File: src/rtl/br_mask_tracker.sv
// br_mask_tracker: tracks the in-flight speculative branches for a dispatch stage.
// For each branch it remembers which older branches were live when it was
// allocated, so that a mispredict can kill every branch that depends on it.
//
// Ports:
//   clk, rst            clock and synchronous active-high reset
//   id_br_alloc_i/tag   dispatch allocates a one-hot branch tag
//   ex_br_resolve_i/tag resolving branch; ex_br_mispred_i marks a mispredict
//   bmt_br_mask_o       registered live-tag mask; depth/full derived from it
//   bmt_clear_mask_o    one-cycle pulse with the tag that resolved correctly
//   bmt_squash_mask_o   one-cycle pulse with the tags killed by a mispredict
//   bmt_recovery_o      one-cycle recovery pulse on a mispredict
//   bmt_err_o           sticky protocol-error flag
//
// Latency: every output is registered, one cycle after the triggering event.
// Backpressure: none. Illegal requests are dropped and latch bmt_err_o.

`ifndef BR_TAG_W
`define BR_TAG_W 4
`endif
`ifndef BR_DEPTH_W
`define BR_DEPTH_W 3
`endif

module br_mask_tracker (
  input  logic                   clk,
  input  logic                   rst,
  input  logic                   id_br_alloc_i,
  input  logic [`BR_TAG_W-1:0]   id_br_tag_i,
  input  logic                   ex_br_resolve_i,
  input  logic [`BR_TAG_W-1:0]   ex_br_tag_i,
  input  logic                   ex_br_mispred_i,
  output logic [`BR_TAG_W-1:0]   bmt_br_mask_o,
  output logic [`BR_TAG_W-1:0]   bmt_clear_mask_o,
  output logic [`BR_TAG_W-1:0]   bmt_squash_mask_o,
  output logic                   bmt_recovery_o,
  output logic [`BR_DEPTH_W-1:0] bmt_br_depth_o,
  output logic                   bmt_full_o,
  output logic                   bmt_err_o
);

  localparam int TW = `BR_TAG_W;
  localparam int DW = `BR_DEPTH_W;

  typedef enum logic {NORMAL = 1'b0, FLUSH = 1'b1} state_t;

  state_t          state_r, state_n;
  logic [TW-1:0]   live_r, live_n;
  logic [TW-1:0]   dep_r [TW];
  logic [TW-1:0]   dep_n [TW];
  logic [TW-1:0]   clear_r, squash_r;
  logic            recovery_r, err_r;

  logic [TW-1:0]   clr_tag, squash;
  logic [DW-1:0]   depth;
  logic            full;
  logic            res_live, correct, mispred;
  logic            alloc_try, alloc_bad, alloc_ok, err_n;

  assign full = &live_r;

  always_comb begin
    depth = '0;
    for (int i = 0; i < TW; i++) begin
      depth = depth + DW'(live_r[i]);
    end
  end

  always_comb begin
    // A resolve only counts if it names exactly one tag that is live now.
    res_live = ex_br_resolve_i && $onehot(ex_br_tag_i) && (|(ex_br_tag_i & live_r));
    correct  = res_live && !ex_br_mispred_i;
    mispred  = res_live && ex_br_mispred_i;
    clr_tag  = correct ? ex_br_tag_i : '0;

    // Kill the mispredicted branch and every younger branch that saw it live.
    squash = '0;
    if (mispred) begin
      squash = ex_br_tag_i;
      for (int j = 0; j < TW; j++) begin
        if (|(dep_r[j] & ex_br_tag_i)) squash[j] = 1'b1;
      end
    end

    // FLUSH-cycle and same-cycle-mispredict allocs are wrong-path: silent drop.
    alloc_try = id_br_alloc_i && (state_r == NORMAL) && !mispred;
    alloc_bad = alloc_try &&
                (!$onehot(id_br_tag_i) || full || (|(id_br_tag_i & live_r)));
    alloc_ok  = alloc_try && !alloc_bad;

    err_n = err_r || alloc_bad || (ex_br_resolve_i && !res_live);

    live_n = (live_r & ~clr_tag & ~squash) | (alloc_ok ? id_br_tag_i : '0);

    for (int j = 0; j < TW; j++) begin
      dep_n[j] = dep_r[j] & ~clr_tag & ~squash;
      if (squash[j]) dep_n[j] = '0;
      // New branch depends on everything live except a tag retiring this cycle.
      if (alloc_ok && id_br_tag_i[j]) dep_n[j] = live_r & ~clr_tag;
    end

    // FLUSH lasts one cycle; a fresh mispredict starts a new one.
    state_n = mispred ? FLUSH : NORMAL;
  end

  always_ff @(posedge clk) begin
    if (rst) begin
      state_r    <= NORMAL;
      live_r     <= '0;
      clear_r    <= '0;
      squash_r   <= '0;
      recovery_r <= 1'b0;
      err_r      <= 1'b0;
      for (int j = 0; j < TW; j++) dep_r[j] <= '0;
    end else begin
      state_r    <= state_n;
      live_r     <= live_n;
      clear_r    <= clr_tag;
      squash_r   <= squash;
      recovery_r <= mispred;
      err_r      <= err_n;
      for (int j = 0; j < TW; j++) dep_r[j] <= dep_n[j];
    end
  end

  assign bmt_br_mask_o     = live_r;
  assign bmt_clear_mask_o  = clear_r;
  assign bmt_squash_mask_o = squash_r;
  assign bmt_recovery_o    = recovery_r;
  assign bmt_br_depth_o    = depth;
  assign bmt_full_o        = full;
  assign bmt_err_o         = err_r;

endmodule

File: config.mk
export PLATFORM = sky130hd
export DESIGN_NAME = br_mask_tracker
export DESIGN_NICKNAME = d
export VERILOG_FILES = /design/src/rtl/br_mask_tracker.sv
export SDC_FILE = /design/constraint.sdc
export NUM_CORES = 1
export LEC_CHECK = 0
export ABC_CLOCK_PERIOD_IN_PS = 5920
export CORE_MARGIN = 10
export CORE_UTILIZATION = 25
export DETAILED_ROUTE_END_ITERATION = 10
export SYNTH_ARGS = -nofsm -noshare
export SYNTH_HDL_FRONTEND = slang
export SYNTH_SLANG_ARGS = --single-unit
File: constraint.sdc
create_clock -name clk -period 5.92 [get_ports clk]
set_input_delay 0.888 -clock clk [delete_from_list [all_inputs] [get_ports clk]]
set_output_delay 0.888 -clock clk [all_outputs]
set_load 0.02 [all_outputs]
# --- Word-level counts from Yosys, hierarchy flattened ---
# Memories as Yosys holds them, arrays and structs flattened.
# Cells that the tools add are included.
op_classes:
  reduce_logical: 29
  bitwise: 24
  mux: 23
  eq_ne: 2
  add_sub_neg: 9
ops:
  columns: ["cell", "n"]
  rows:
  - ["$and 4x4->4", 16]
  - ["$mux 4", 15]
  - ["$reduce_or 4->1", 6]
  - ["$logic_and 1x1->1", 13]
  - ["$add 1x1->2", 5]
  - ["$mux 1", 8]
  - ["$not 4->4", 2]
  - ["$add 2x2->3", 2]
  - ["$eq 3x1->1 const B", 2]
  - ["$logic_not 1->1", 5]
  - ["$logic_or 1x1->1", 4]
  - ["$or 1x1->1", 4]
  - ["$or 4x4->4", 1]
  - ["$reduce_and 4->1", 1]
  - ["$add 2x1->3", 1]
  - ["$add 3x1->3", 1]
  - ["$not 1->1", 1]
totals:
  mem_bits_rw: 16
  reg_bits: 15
  wordCells: 94
  in_bits: 13
  output_inout_bits: 18
  mem_count: 1
memory_table:
  columns: ["memory", "depth", "word_bits", "rd", "rd_clocked_by_memory_dff", "write_ports", "line_no", "text"]
  rows:
  - ["dep_r", 4, 4, 4, 0, 4, "49", "logic [TW-1:0] dep_r [TW];"]

# --- Longest topological paths before layout ---
# Gate-level depths: netlist (run 1).
depth:
  ltp_word: 14
  depth_mapped: 12
  depth_no_buf: 10

# --- Worst setup path after synthesis (run 1) ---
# No wires, ideal clock.
synth_path:
  path_type: "input to register"
  from: "input port ex_br_tag_i[0]"
  to: "memory dep_r[0][1] in the netlist's numbering"
  arrival_ps: 2961
  cell_stages: 12
  path_slack_ps: 2839
  path_buffers: 2
  setup_ps: 120
  t_required_ps: 5800
  path_cell_list: "buf_2 > inv_1 > fa_1 > inv_1 > ha_1 > ha_1 > nand4bb_1 > a21oi_2 > buf_6 > nand3_1 > nand3_1 > mux2i_1"
synth_rtl:
  columns: ["element", "line_no", "text"]
  rows:
  - ["start, declared", "31", "input logic [`BR_TAG_W-1:0] ex_br_tag_i,"]
  - ["end, declared", "49", null]

==> run_results.csv, run 1 <==
group,metric,value,unit
clock_tree,cts_tree,"yes",
run_status,status,"finished clean",
final_layout,drive_gt1_share,9.94,%
critical_path,path_cells,"clkdlybuf4s50_1 > inv_1 > fa_1 > inv_1 > ha_1 > ha_1 > nand4bb_1 > a21oi_2 > nand3_1 > nand3_1 > mux2i_1",
floorplan,core_area,5470,sq um
synthesis,syn_nets,176,
critical_path,cp.arrival,3.95,ns
synthesis,yosysUniqueCellTypes,29,
hold_path,min_to,"dep_r[1][2]$_SDFF_PP0_",
floorplan,die_x,94.9,um
hold_path,hold_path_class,"flop to flop",
timing,hold_violations,0,
clock_tree,clk_pin_slew,0.08,ns
synthesis,avgSynthCellArea,9.17,sq um
place,portBuffers,30,
critical_path,worst_r2r_path_depth,5,
final_layout,fin_area,1810,sq um
clock_tree,h-tree-depth,1,
floorplan,die_area,9010,sq um
hold_path,whs_path_depth,2,
pwr,p_leak,0.000758,uW
timing,rsz0062_at_grt,"false",
floorplan,fp.dieH,94.9,um
timing,period_share,64.0,%
clock_tree,post_cts_buffers,0,
grt,grt_start_max_net_pins,16,
pwr,p_switching,101,uW
route,via_count,1152,
floorplan,rows,27,
synthesis,synth_area,1400,sq um
flow_run,cap_violations,0,
pwr,comb_power_share,20.4,%
grt,globalRouteTotalUtil,7.75,%
pwr,p_clk_share,30.7,%
pwr,swShare,27.2,%
final_layout,diodes,0,
timing,drv_slew,0,
grt,grt_antenna_before_repair,0,
timing,fin_crit,3.79,ns
pwr,seq_power_share,48.9,%
critical_path,reg2reg_slack,4.16,ns
pwr,power_density,204,nW/um^2
grt,grt_pass1_wl,5.56,mm
route,drc_errors,0,
critical_path,r2r-start,"bmt_br_mask_o[2]$_SDFF_PP0_",
timing,worstMarginPinSlew,0.554,ns
final_layout,nFillCells,562,
place,postPlaceCellArea,1760,sq um
timing,fmax,264,MHz
timing,finalSetupViolCount,0,
critical_path,worst_path_max_delay_cell,"clkdlybuf4s50_1",
grt,grt_overflow,0,
clock_tree,insertion_delay,0.27,ns
route,dr.pass1.iters,4,
timing,clock_skew,0.00822,ns
floorplan,start_util,25.6,%
critical_path,cp_max_fo,12,
clock_tree,cts_root_buffer,"clkbuf_8",
route,wl,3.55,mm
pwr,peakVddDrop,0.0873,mV
final_layout,nNetsFinal,205,
route,ant_nets,0,
clock_tree,hold_buffers,0,
clock_tree,cts.sinks,26,
synthesis,ys_seq_area_share,37.1,%
critical_path,critical_path_class,"input port to flop",
floorplan,io_pins,31,
grt,grt_pass1_vias,1169,
synthesis,ys_seq_elements,26,
final_layout,areaGrowthSynthToFinish,29.3,%
critical_path,worst_setup_path_end_kind,"flop",
clock_tree,post_cts_resize_count,0,
route,avgRoutedWirePerCell,14.0,um
clock_tree,cts_max_path_buffers,2,
critical_path,start_kind,"input port",
place,place.gp.congestion,0.842,
route,first_iter_violations,86,
pwr,intPower,270,uW
place,dpl.hpwl,2.78,mm
final_layout,layout_commonest_cell,"clkdlybuf4s50_1",
clock_tree,cts_made_buffers,3,
synthesis,yosys_warnings,0,
synthesis,syn_inst,153,
final_layout,layout_common_cells,"30 x clkdlybuf4s50_1, 26 x dfxtp_1, 16 x nand3_1",
timing,relSlewSlack,63.0,%
critical_path,critical-path-max-stage-delay,0.71,ns
critical_path,critical_path_required,6.08,ns
route,routed_via_density,4.55,
timing,fin_tns_setup,0,ns
critical_path,reg2reg_to,"dep_r[1][3]$_SDFF_PP0_",
hold_path,hold_start,"dep_r[1][2]$_SDFF_PP0_",
==> registers in the layout (all words and copies together), names as in the netlist <==
name and count:
bmt_br_mask_o 4, bmt_clear_mask_o 4, bmt_err_o 1, bmt_recovery_o 1, bmt_squash_mask_o 4, dep_r 12
==> power groups by stage <==
stage          Combinational [uW]  Clock, uW  Sequential (uW)
2_1_floorplan                44.8          0              188
3_3_place_gp                 75.5          0              185
3_5_place_dp                 75.8          0              185
4_1_cts                      76.3        115              181
5_1_grt                      81.8        121              182
6_report                     75.5        114              181
==> final cells by class <==
| class | count | area, sq um | share of cell area [%] |
|---|---|---|---|
| sequential | 26 | 520 | 28.7 |
| inverter | 15 | 56.3 | 3.10 |
| multi-input combinational | 106 | 792 | 43.7 |
| clock buffer | 4 | 55.1 | 3.03 |
| timing repair buffer | 30 | 300 | 16.6 |
| tap | 72 | 90.1 | 4.97 |
==> synth_stat cells, drive strengths merged <==
library cell  number  area share (%)
nand2b             6             2.7
nor3               1             1.2
o221ai             1            0.62
nor3b              1            0.89
a22oi              7             4.1
ha                 7             6.2
nor2               4             1.2
mux2i             12             8.6
and2               8             3.6
fa                 3             4.3
dfxtp             26              37
nor2b              1            0.45
nand4bb            1            0.80
and3               1            0.45
or2                4             1.8
clkbuf             2            0.54
a21oi             14             6.1
inv               15             4.0
a21boi             1            0.54
nand3             20             8.6
buf                4             1.9
a31oi              4             1.8
nand2             10             2.7
==> cells by family (layout without fill, tap and decap cells) <==
| family | Yosys count | in the layout | synth area share [%] |
|---|---|---|---|
| flip-flops | 26 | 26 | 37.1 |
| buffers and inverters | 21 | 49 | 6.42 |
| AND/OR/NAND/NOR | 57 | 57 | 24.3 |
| AO/OA/AOI/OAI | 27 | 27 | 13.1 |
| multiplexers | 12 | 12 | 8.56 |
| adder cells (fa/ha/maj) | 10 | 10 | 10.5 |
==> metal layers <==
metal	global-route usage (%)	wire [um]	share of wire (%)	up-vias
met1	9.27	1550	44	524
met5	0	0	0	-
met2	12.7	1610	45	41
met3	2.54	341	9.6	6
met4	2.74	51	1.4	0
li1	-	-	-	581
==> how the worst max path moves through the flow <==
stage / from / to / slack, ns / cells after the start
final: ex_br_tag_i[1] / dep_r[1][3]$_SDFF_PP0_ / 2.13 / 11
after global routing: ex_br_tag_i[0] / dep_r[1][0]$_SDFF_PP0_ / 1.92 / 11
after CTS: ex_br_tag_i[0] / dep_r[1][3]$_SDFF_PP0_ / 2.13 / 11
after detailed placement: ex_br_tag_i[0] / dep_r[1][3]$_SDFF_PP0_ / 1.85 / 11
after global placement: ex_br_tag_i[0] / dep_r[1][0]$_SDFF_PP0_ / 1.90 / 11
after floorplan: ex_br_tag_i[0] / dep_r[0][1]$_SDFF_PP0_ / 2.84 / 12
==> worst max-delay path: cells and delay by family <==
family | cells | cell delay [ns]
adders and majority gates | 3 | 0.96
AOI/OAI and AO/OA | 1 | 0.46
muxes | 1 | 0.08
and+or+nand+nor | 3 | 0.69
buffers and inverters | 3 | 0.87
==> per-stage QoR <==
step           power (uW)  cells  utilization (%)  hold WS (ns)  worst slack, ns
2_1_floorplan         233    153                -         0.450             2.84
3_3_place_gp          261    249             32.1         0.458             1.90
3_5_place_dp          261    249             32.1         0.470             1.85
4_1_cts               373    253             33.2         0.483             2.13
5_1_grt               385    253             33.2         0.508             1.92
6_report              371    253             33.2         0.480             2.13
No activity file was read; power rests on OpenSTA's default activity.
==> inputs of run 2 (changes only) <==
--- a/config.mk
+++ b/config.mk
@@ -5,7 +5,7 @@
 export SDC_FILE = /design/constraint.sdc
 export NUM_CORES = 1
 export LEC_CHECK = 0
-export ABC_CLOCK_PERIOD_IN_PS = 5920
+export ABC_CLOCK_PERIOD_IN_PS = 3850
 export CORE_MARGIN = 10
 export CORE_UTILIZATION = 25
 export DETAILED_ROUTE_END_ITERATION = 10
==> constraint.sdc (replaced) <==
create_clock -name clk -period 3.85 [get_ports clk]
set_input_delay 0.5775 -clock clk [delete_from_list [all_inputs] [get_ports clk]]
set_output_delay 0.5775 -clock clk [all_outputs]
set_load 0.02 [all_outputs]
==> run 2 against run 1 <==
Effect of this change:
- clock-buffer cell count decreased by 1
- global-route usage up 0.67 points
- first-iteration DRC count grew 38%
- sequential share of layout area shrank 0.37 points
- combinational power grew 58%
- power up 49%
- critical endpoint is now bmt_br_depth_o[1]
- critical path type is now flop to output port
- cell area increased by 1.3%
- register-to-register slack got worse by 2.0 ns
==> run_results.csv, run 2 (synthesized netlist as in run 1, its figures left out) <==
group,metric,value,unit
run_status,status,"finished clean",
floorplan,io_pins,31,
clock_tree,cts_made_buffers,3,
final_layout,layout_common_cells,"30 x clkdlybuf4s50_1, 26 x dfxtp_1, 16 x nand3_1",
grt,grt_pass1_wl,5.98,mm
final_layout,layout_commonest_cell,"clkdlybuf4s50_1",
final_layout,largest_reg_flops,12,
route,via_count,1199,
critical_path,worst_path_max_delay_cell,"clkdlybuf4s50_1",
timing,rsz0062_at_grt,"false",
timing,finalSetupViolCount,0,
clock_tree,hold_buffers,0,
flow_run,cap_violations,0,
timing,fin_crit,3.07,ns
critical_path,critical_path_required,3.27,ns
timing,fin_tns_setup,0,ns
final_layout,drive_gt1_share,11.9,%
final_layout,areaGrowthSynthToFinish,31.0,%
grt,grt_antenna_before_repair,0,
place,place.gp.congestion,0.836,
clock_tree,clk_pin_slew,0.09,ns
place,dp_cells,254,
route,wl,3.71,mm
timing,relSlewSlack,63.0,%
route,drc_errors,0,
critical_path,cp_max_fo,4,
grt,grt_start_max_net_pins,16,
final_layout,diodes,0,
floorplan,die_x,94.9,um
grt,grt_pass1_vias,1149,
final_layout,max_flop_register,"dep_r",
clock_tree,cts_max_path_buffers,2,
timing,hold_violations,0,
route,first_iter_violations,119,
critical_path,path_cells,"inv_1 > fa_1 > inv_1 > ha_1 > ha_1 > clkdlybuf4s50_1",
critical_path,worst_setup_path_end_kind,"output port",
clock_tree,post_cts_resize_count,0,
route,routed_via_density,4.67,
floorplan,core_area,5470,sq um
floorplan,die_area,9010,sq um
timing,fmax,326,MHz
clock_tree,cts_root_buffer,"clkbuf_8",
floorplan,fp.dieH,94.9,um
clock_tree,cts_tree,"yes",
pwr,p_leak,0.000776,uW
pwr,power_density,301,nW/um^2
critical_path,start_kind,"flop",
clock_tree,post_cts_buffers,0,
timing,clock_skew,0.00870,ns
clock_tree,insertion_delay,0.28,ns
route,avgRoutedWirePerCell,14.4,um
final_layout,layout.cells.non_filler,257,
critical_path,critical-path-max-stage-delay,0.60,ns
route,dr.pass1.iters,4,
route,ant_nets,0,
critical_path,critical_path_class,"flop to output port",
floorplan,start_util,25.6,%
floorplan,rows,27,
hold_path,hold_path_class,"flop to flop",
place,dpl.hpwl,2.95,mm
final_layout,nNetsFinal,210,
pwr,peakVddDrop,0.127,mV
clock_tree,h-tree-depth,1,
clock_tree,cts.sinks,26,
grt,globalRouteTotalUtil,8.42,%
timing,period_share,79.8,%
timing,worstMarginPinSlew,0.553,ns
place,portBuffers,30,
timing,drv_slew,0,
critical_path,cp.arrival,2.49,ns
grt,grt_overflow,0,
## run 2: cell types whose count changed in the layout (fill, tap and decap cells not counted), sizes merged
cell / before / now
clkbuf: 4 / 3
buf: 0 / 5
## run 2: final cells by class
class | instances | area, sq um
Tap cell | 72 | 90.1
Sequential cell | 26 | 520
Timing Repair Buffer | 35 | 338
Clock buffer | 3 | 41.3
Fill cell | 574 | 3630
Inverter | 15 | 56.3
Multi-Input combinational cell | 106 | 792
## run 2: metal layers
metal	part of all wire, %	GRT usage, %
met5	0	0
met4	1.0	2.62
met3	8.2	2.93
met2	46	13.6
met1	45	10.3
## run 2: metrics by stage
stage          area [sq um]  hold slack, ns  worst slack [ns]  power (uW)  utilization (%)
3_5_place_dp           1800           0.469             0.583         405             32.8
4_1_cts                1840           0.484             0.767         559             33.6
6_report               1840           0.482             0.779         553             33.6
5_1_grt                1840           0.509             0.687         582             33.6
2_1_floorplan          1400           0.450              1.08         358                -
3_3_place_gp           1800           0.462             0.652         405             32.8
## run 2: path summary, 6_finish.rpt
kind                                from                     end  slack, ns  depth (start not counted)
max          bmt_br_mask_o[0]$_SDFF_PP0_       bmt_br_depth_o[1]       0.78                          6
min               dep_r[1][0]$_SDFF_PP0_  dep_r[1][0]$_SDFF_PP0_       0.48                          2
max reg2reg  bmt_br_mask_o[2]$_SDFF_PP0_  dep_r[2][3]$_SDFF_PP0_       2.18                          6
min reg2reg       dep_r[1][0]$_SDFF_PP0_  dep_r[1][0]$_SDFF_PP0_       0.48                          2
## run 2: worst max-delay path, delay by kind of cell, from the launching register on
family     cells  cell delay (ns)
buf+inv        3             0.78
fa+ha+maj      3             1.00
flops          1             0.44
## run 2: power breakdown
part	internal (uW)	switching, uW	leakage, uW
logic	52.5	66.7	0.000544
registers	274	5.29	0.000210
clock network	70.3	84.7	0.0000216
total	396	157	0.000776
==> inputs of run 3 (changes only) <==
--- a/config.mk
+++ b/config.mk
@@ -5,7 +5,7 @@
 export SDC_FILE = /design/constraint.sdc
 export NUM_CORES = 1
 export LEC_CHECK = 0
-export ABC_CLOCK_PERIOD_IN_PS = 3850
+export ABC_CLOCK_PERIOD_IN_PS = 2500
 export CORE_MARGIN = 10
 export CORE_UTILIZATION = 25
 export DETAILED_ROUTE_END_ITERATION = 10
==> constraint.sdc (replaced) <==
create_clock -name clk -period 2.5 [get_ports clk]
set_input_delay 0.375 -clock clk [delete_from_list [all_inputs] [get_ports clk]]
set_output_delay 0.375 -clock clk [all_outputs]
set_load 0.02 [all_outputs]
==> run 3 against run 2 <==
Effect of this change:
- via count up 7.2%
- non-clock buffer count up 16
- worst hold slack better by 0.011 ns
- power up 63%
- largest cell class unchanged
- largest power group unchanged
==> run_results.csv, run 3 (synthesized netlist as in run 1, its figures left out) <==
group,metric,value,unit
run_status,status,"finished clean",
floorplan,die_x,94.9,um
timing,drv_slew,0,
clock_tree,cts_root_buffer,"clkbuf_8",
place,postPlaceCellArea,1920,sq um
critical_path,critical_path_class,"input port to flop",
pwr,power_density,429,nW/um^2
timing,fmax,416,MHz
grt,grt_start_max_net_pins,14,
timing,rsz0062_at_grt,"false",
clock_tree,clk_pin_slew,0.08,ns
timing,fin_tns_setup,0,ns
timing,hold_violations,0,
route,drc_errors,0,
final_layout,largest_reg_flops,12,
critical_path,crit_start,"ex_br_tag_i[0]",
pwr,peakVddDrop,0.195,mV
timing,period_share,96.1,%
final_layout,max_flop_register,"dep_r",
critical_path,crit_path_end,"dep_r[0][2]$_SDFF_PP0_",
timing,fin_crit,2.40,ns
route,dr.pass1.iters,4,
critical_path,reg2reg_slack,0.82,ns
grt,grt_pass1_wl,6.72,mm
place,dpl.hpwl,3.06,mm
route,wl,4.05,mm
clock_tree,cts.sinks,26,
grt,globalRouteTotalUtil,9.41,%
final_layout,areaGrowthSynthToFinish,50.0,%
timing,worstMarginPinSlew,0.505,ns
route,routed_via_density,4.71,
floorplan,start_util,25.6,%
grt,grt_overflow,0,
route,via_count,1285,
critical_path,worst_r2r_path_depth,8,
route,first_iter_violations,58,
hold_path,hold_path_class,"flop to flop",
hold_path,whs_path_depth,2,
final_layout,drive_gt1_share,27.4,%
timing,clock_skew,0.00239,ns
final_layout,fin_area,2100,sq um
floorplan,core_area,5470,sq um
final_layout,diodes,0,
pwr,p_leak,0.000892,uW
critical_path,critical_path_required,2.70,ns
floorplan,io_pins,31,
floorplan,fp.dieH,94.9,um
clock_tree,h-tree-depth,1,
clock_tree,cts_made_buffers,3,
flow_run,cap_violations,0,
place,place.gp.congestion,0.769,
route,avgRoutedWirePerCell,14.8,um
grt,grt_pass1_vias,1295,
timing,finalSetupViolCount,0,
final_layout,layout_commonest_cell,"dfxtp_1",
critical_path,reg2reg_to,"dep_r[1][3]$_SDFF_PP0_",
critical_path,cp_max_fo,7,
timing,relSlewSlack,66.2,%
final_layout,nNetsFinal,226,
clock_tree,cts_max_path_buffers,2,
grt,grt_antenna_before_repair,0,
clock_tree,cts_tree,"yes",
final_layout,layout_common_cells,"26 x dfxtp_1, 21 x clkdlybuf4s50_1, 17 x buf_4",
critical_path,cp.arrival,2.60,ns
clock_tree,insertion_delay,0.26,ns
critical_path,start_kind,"input port",
floorplan,die_area,9010,sq um
critical_path,worst_setup_path_end_kind,"flop",
route,ant_nets,0,
critical_path,r2r-start,"bmt_br_mask_o[3]$_SDFF_PP0_",
floorplan,rows,27,
timing,holdWs,0.493,ns
place,portBuffers,30,
## run 3: cell count changes in the layout (fill, tap and decap cells not counted), sizes merged
| cell | before | now |
|---|---|---|
| clkdlybuf4s15 | 0 | 1 |
| clkbuf | 3 | 6 |
| dlygate4sd2 | 0 | 5 |
| clkdlybuf4s50 | 30 | 21 |
| buf | 5 | 21 |
## run 3: timing repair
action	CTS	global route
pin swaps	8	2
gates resized for setup	25	9
setup buffers	6	1
hold buffers	0	0
endpoints found under the setup margin	29	21
## run 3: worst min-delay path by stage
stage / to / slack [ns] / start
floorplan: dep_r[3][1]$_SDFF_PP0_ / 0.46 / dep_r[3][1]$_SDFF_PP0_
global placement: dep_r[0][1]$_SDFF_PP0_ / 0.48 / dep_r[0][1]$_SDFF_PP0_
detailed placement: dep_r[2][0]$_SDFF_PP0_ / 0.48 / dep_r[2][0]$_SDFF_PP0_
CTS: dep_r[1][0]$_SDFF_PP0_ / 0.50 / dep_r[1][0]$_SDFF_PP0_
global route: dep_r[0][3]$_SDFF_PP0_ / 0.52 / dep_r[0][3]$_SDFF_PP0_
finish: dep_r[1][0]$_SDFF_PP0_ / 0.49 / dep_r[1][0]$_SDFF_PP0_
## run 3: power breakdown
part	internal [uW]	switching, uW	leakage [uW]
Combinational	115	133	0.000660
Clock	108	121	0.0000216
Sequential	421	4.84	0.000210
Total	644	259	0.000892
## run 3: area by class of cell
type	instances	area, sq um
Multi-Input combinational cell	106	918
Timing Repair Buffer	51	478
Fill cell	572	3370
Sequential cell	26	520
Tap cell	72	90.1
Clock buffer	3	41.3
Inverter	15	56.3
## run 3: per-layer routing
layer  track usage, %  vias up  wire length [um]
met5                0        -                 0
met4             1.50        0                17
met3             2.46        2               269
met2             17.0       34              2080
met1             11.0      628              1680
li1                 -      621                 -
## run 3: stage by stage
step	setup slack [ns]	std cells	utilization (%)	power, uW
after floorplan	0.0106	153	-	554
after global placement	-0.507	265	35.0	642
after detailed placement	-0.572	265	35.0	643
after CTS	0.000607	273	38.6	909
after global routing	0.00505	273	38.5	953
final	0.0986	273	38.5	903
## run 3: critical path, cell delays in order
cell and delay, ns:
clkbuf_2 0.10, inv_2 0.04, fa_1 0.53, inv_1 0.04
ha_1 0.17, ha_1 0.27, nand4bb_4 0.25, a21oi_4 0.16
buf_12 0.14, a21oi_4 0.06, buf_12 0.16, nand3_4 0.10
mux2i_1 0.19
